## config.mk

```make
export PLATFORM = sky130hd
export DESIGN_NAME = regwr_arbiter
export DESIGN_NICKNAME = d
export VERILOG_FILES = /design/src/rtl/regwr_arbiter.sv
export SDC_FILE = /design/constraint.sdc
export NUM_CORES = 1
export LEC_CHECK = 0
export CAP_MARGIN = 20
export CORE_MARGIN = 2
export CORE_UTILIZATION = 32
export DETAILED_ROUTE_END_ITERATION = 12
export PLACE_DENSITY_LB_ADDON = 0.3
export SYNTH_ARGS = -nofsm -noshare
export SYNTH_HDL_FRONTEND = slang
export SYNTH_SLANG_ARGS = --single-unit
```

## constraint.sdc

```tcl
create_clock -name clk -period 2.7 [get_ports clk]
set_clock_uncertainty 0.1 [all_clocks]
set_input_delay 0.27 -clock clk [delete_from_list [all_inputs] [get_ports clk]]
set_output_delay 0.27 -clock clk [all_outputs]
set_load 0.02 [all_outputs]
```

## src/rtl/regwr_arbiter.sv

```systemverilog
// regwr_arbiter: round-robin arbiter for the register-file write port, registered output stage.
// Optional destination-register scoreboard when REGWR_SCOREBOARD_EN is defined.
module regwr_arbiter #(
  parameter int NREQ = 3,
  parameter int AW   = 5,
  parameter int DW   = 32
) (
  input  logic              clk,
  input  logic              rst_n,
  input  logic [NREQ-1:0]   req_valid,
  input  logic [NREQ*AW-1:0] req_reg,
  input  logic [NREQ*DW-1:0] req_data,
  output logic [NREQ-1:0]   req_ready,
  output logic              regwrite,
  output logic [AW-1:0]     wrreg,
  output logic [DW-1:0]     wrdata,
  input  logic              rsv_valid,
  input  logic [AW-1:0]     rsv_reg,
  input  logic [AW-1:0]     read1,
  input  logic [AW-1:0]     read2,
  input  logic [AW-1:0]     read3,
  output logic              busy1,
  output logic              busy2,
  output logic              busy3
);
  localparam int PW = NREQ > 1 ? $clog2(NREQ) : 1;
  logic [AW-1:0] regs [NREQ];
  logic [DW-1:0] datas [NREQ];
  logic [PW-1:0] rr_q, rr_d, win, idx;
  logic          found;
  logic          regwrite_q, regwrite_d;
  logic [AW-1:0] wrreg_q, wrreg_d;
  logic [DW-1:0] wrdata_q, wrdata_d;
  for (genvar i = 0; i < NREQ; i++) begin : g_unpack
    assign regs[i]  = req_reg[i*AW +: AW];
    assign datas[i] = req_data[i*DW +: DW];
  end
  // first valid requester at or after rr_q, wrapping; data never enters this path
  always_comb begin
    req_ready = '0;
    win = '0;
    idx = '0;
    found = 1'b0;
    for (int k = 0; k < NREQ; k++) begin
      idx = PW'((int'(rr_q) + k) % NREQ);
      if (!found && req_valid[idx]) begin
        req_ready[idx] = 1'b1;
        win = idx;
        found = 1'b1;
      end
    end
  end
  always_comb begin
    rr_d       = found ? PW'((int'(win) + 1) % NREQ) : rr_q;
    regwrite_d = found && regs[win] != '0;
    wrreg_d    = found ? regs[win] : wrreg_q;
    wrdata_d   = found ? datas[win] : wrdata_q;
  end
  always_ff @(posedge clk or negedge rst_n) begin
    if (!rst_n) begin
      rr_q       <= '0;
      regwrite_q <= 1'b0;
      wrreg_q    <= '0;
      wrdata_q   <= '0;
    end else begin
      rr_q       <= rr_d;
      regwrite_q <= regwrite_d;
      wrreg_q    <= wrreg_d;
      wrdata_q   <= wrdata_d;
    end
  end
  assign regwrite = regwrite_q;
  assign wrreg    = wrreg_q;
  assign wrdata   = wrdata_q;
`ifdef REGWR_SCOREBOARD_EN
  logic [(1<<AW)-1:0] busy_q, busy_d;
  // a reservation at the commit edge of the same register wins over the clear
  always_comb begin
    busy_d = busy_q;
    if (regwrite_q) busy_d[wrreg_q] = 1'b0;
    if (rsv_valid) busy_d[rsv_reg] = 1'b1;
    busy_d[0] = 1'b0;
  end
  always_ff @(posedge clk or negedge rst_n) begin
    if (!rst_n) busy_q <= '0;
    else busy_q <= busy_d;
  end
  assign busy1 = busy_q[read1];
  assign busy2 = busy_q[read2];
  assign busy3 = busy_q[read3];
`else
  logic unused_sb;
  assign unused_sb = ^{rsv_valid, rsv_reg, read1, read2, read3};
  assign busy1 = 1'b0;
  assign busy2 = 1'b0;
  assign busy3 = 1'b0;
`endif
endmodule
```

==> key figures <==
Detailed routing
  • Number of detailed-route iterations in the first pass: 4
  • Number of design-rule violations left by the first detailed-router iteration: 62
  • Highest Signal Layer: met4
  • Detailed-routing wirelength on met1: 2910 um
  • Amount of wire on met3 after detailed routing: ~750 um
  • Number of design rule violations left after detail routing: 0
  • Vias: 2618
  • Overall routed net length: 7540 um
  • Routed length per instance: approximately 14 um
  • Post-route ant nets: 0
  • Met2 WL post-DR: 3790 um
  • Ratio of routed vias to standard cells: 4.97

Placement
  • Global placer's final weighted congestion: 0.853
  • Count of buffers inserted at the top-level ports: 156
  • HPWL reported at the end of detailed placement: 5820 um
  • Cell Count Post-Placement: 517

Worst setup path
  • Number of buffers and inverters on the critical path: 3
  • Cell with the largest stage delay on the worst path: or4b_1
  • Category of the worst setup path launch point: register
  • Class of the most critical setup path: register to register
  • Cell Chain, Critical Path: inv_2 -> ha_1 -> nand3b_1 -> buf_4 -> o211a_1 -> o22ai_4 -> buf_12 -> or4b_1 -> o311ai_1 -> a41oi_1
  • Kind of capture point of the worst setup path: register
  • Arrival time of the worst setup path: 2.66 ns
  • Critical path required time: 2.74 ns
  • Cell type group with the largest total delay on the critical path: simple AND/OR/NAND/NOR gates
  • Critical path peak fanout: 24
  • Biggest cell delay along the critical path: roughly 0.48 ns

Power
  • P per Cell Area: 1300 nW/um2
  • Worst ir drop on vdd: 0.499 mV
  • Total chip power: a little under 6 mW
  • Static Leak: 1.97 nW

Synth
  • Netlist area before placement: 2600 um2
  • Synth unique cells: 43
  • Portion of the post-synthesis area used by sequential elements: 38.5%
  • Fraction of registers with async set/reset: 100%
  • Synth area leader: dfrtp_1
  • Synth Flop Type: dfrtp_1
  • Share of the synthesized area in the top cell type: 38.5%
  • Post-synthesis area per instance: just under 10 um2
  • Number of enable-type register cells in the synthesized netlist: 0
  • Ranking of synthesized cells by area: dfrtp_1 (38%), mux2i_1 (15%), a211oi_1 (9.8%), a21o_1 (9.8%), nor2_1 (5.3%)
  • Yosys warning count: 0
  • FF+latch count, synth: 40
  • Synthesized netlist cell count: approximately 270

Clocking
  • Clock root cell: clkbuf_8
  • Number of CTS-inserted buffers: 5
  • Clk slew on worst S/H paths: 0.08 ns
  • Clock sink total: 40
  • CTS H-Tree Depth: 2
  • TritonCTS clock tree: done
  • Insertion delay to the later sink of the worst-skew pair: 0.28 ns
  • Bufs on Longest Clock Path: 2
  • Hold-fix buffers at CTS: 0

GRT
  • Via count of the first global-routing pass: 2503
  • Global route total overflow: 0
  • Total GRT Usage: 16.5%
  • Pin count of the biggest net entering global routing: 44
  • Global-route wire length before repair: 11600 um
  • Initial antenna violation count: 0

STA
  • Final Cycle Share: 97.1%
  • RSZ-0062 raised after global routing: yes
  • Slew at the pin closest to its max-slew limit: 0.905 ns
  • Final hold violation count: 0
  • Count of pins over their slew limit: 0
  • Final setup violation count: 0
  • Highest clock frequency the design can meet: 381 MHz
  • Worst slew margin relative to its limit: about 40%
  • Post-route minimum period: 2.62 ns

Layout
  • Top library cells by usage in the layout, fill and taps aside: clkdlybuf4s50_1 (152), dfrtp_1 (40), mux2i_1 (38)
  • Most common library cell in the layout ignoring fill and taps: clkdlybuf4s50_1
  • Fraction of final layout cells with drive strength greater than 1: 9.88%
  • Number of antenna diodes: 0
  • Synthesis-to-layout area growth: 72.0%
  • Filler cells: 692
  • Area of the multi-input gates: around 1500 um2
  • Reg area: 1000 um2
  • Final layout net count: 565
  • Post-Layout Cell Count: 527

Floorplanning
  • Core area: 7810 um2
  • Total Die Area: approximately 9000 um2
  • Die extent in y: approximately 94 um
  • Horizontal extent of the die: about 94 um
  • Number of primary I/O pins: 181
  • Initial standard-cell utilization of the core: 33.3%
  • Std cell rows: 32

Min path
  • Hold Crit Class: primary input to async pin

Outcome
  • Run status: finished, final reports clean

Run
  • Max-cap violations: 0
## worst reg2reg max path, delay by kind of cell (launching register included)
family / cells / cell delay [ns]
buf+inv: 3 / 0.46
simple gates: 2 / 0.68
flops: 1 / 0.45
compound gates: 4 / 0.62
fa+ha+maj: 1 / 0.16
## per-layer routing
| layer | track usage (%) | vias up |
|---|---|---|
| li1 | - | 1286 |
| met1 | 17.8 | 1225 |
| met2 | 30.1 | 101 |
| met3 | 6.82 | 6 |
| met4 | 3.62 | 0 |
| met5 | 0 | - |
## sequential cells by signal, summed over array words and instances (netlist names)
name / flops
wrdata: 32
regwrite: 1
wrreg: 5
rr_q: 2
## cell families (layout without fill, tap and decap cells)
logic type / count (synthesis) / count (layout) / share of synthesized area, %
buf+inv: 28 / 185 / 6.25
simple gates: 57 / 57 / 9.96
mux: 43 / 43 / 16.8
fa+ha+maj: 4 / 4 / 1.92
compound gates: 93 / 93 / 26.4
flops: 40 / 40 / 38.5
other cells: 1 / 3 / 0.144
## path summary, 6_finish.rpt
path	slack [ns]	cells after the start	end	from
hold reg to reg	0.38	1	wrdata[19]	wrdata[19]
min in group clk	0.38	1	wrdata[19]	wrdata[19]
setup reg to reg	0.08	10	regwrite	rr_q[1]
max in group asynchronous	1.92	1	rr_q[1]	rst_n
setup / recovery	0.08	10	regwrite	rr_q[1]
hold / removal	0.01	1	wrdata[26]	rst_n
## repair_timing
action                                  4_1_cts  5_1_grt
gates resized for setup                       8       16
pin swaps                                     0        2
hold endpoints to repair                      0        0
buffers inserted                              0        2
endpoints found under the setup margin        6       30
## where the power goes
group | switching, mW | internal [mW]
clock | 0.208 | 0.208
sequential | 0.170 | 0.951
combinational | 2.13 | 2.17
total | 2.51 | 3.33
## Yosys cell counts (all sizes together) (2+ instances only)
master,number
ha,4
o22ai,2
nand2,8
a211oi,34
nor2b,2
a21oi,4
nand3b,3
o21a,2
inv,3
nand2b,2
mux2,3
nor2,37
mux2i,40
dfrtp,40
a21o,34
buf,18
o21ai,6
o211a,2
clkbuf,7
## metrics by stage
| stage | instance area (um2) | util (%) | setup TNS, ns | hold WS (ns) | setup slack, ns |
|---|---|---|---|---|---|
| 2_1_floorplan | 2610 | - | 0 | -0.126 | 0.199 |
| 3_3_place_gp | 4310 | 55.3 | -0.245 | 0.356 | -0.0342 |
| 3_5_place_dp | 4310 | 55.3 | -0.495 | 0.362 | -0.0881 |
| 4_1_cts | 4420 | 56.6 | -0.0239 | 0.0527 | -0.0239 |
| 5_1_grt | 4470 | 57.3 | -0.127 | 0.0892 | -0.107 |
| 6_report | 4470 | 57.3 | 0 | 0.0112 | 0.0787 |
## cell type report
cell class	count	share of cell area, %
clock buffer	7	1.93
timing repair buffer	174	38.6
sequential	40	22.4
tap	102	2.85
inverter	3	0.252
multi-input combinational	200	33.8
clock inverter	1	0.168
Power figures use the tool's default switching activity.
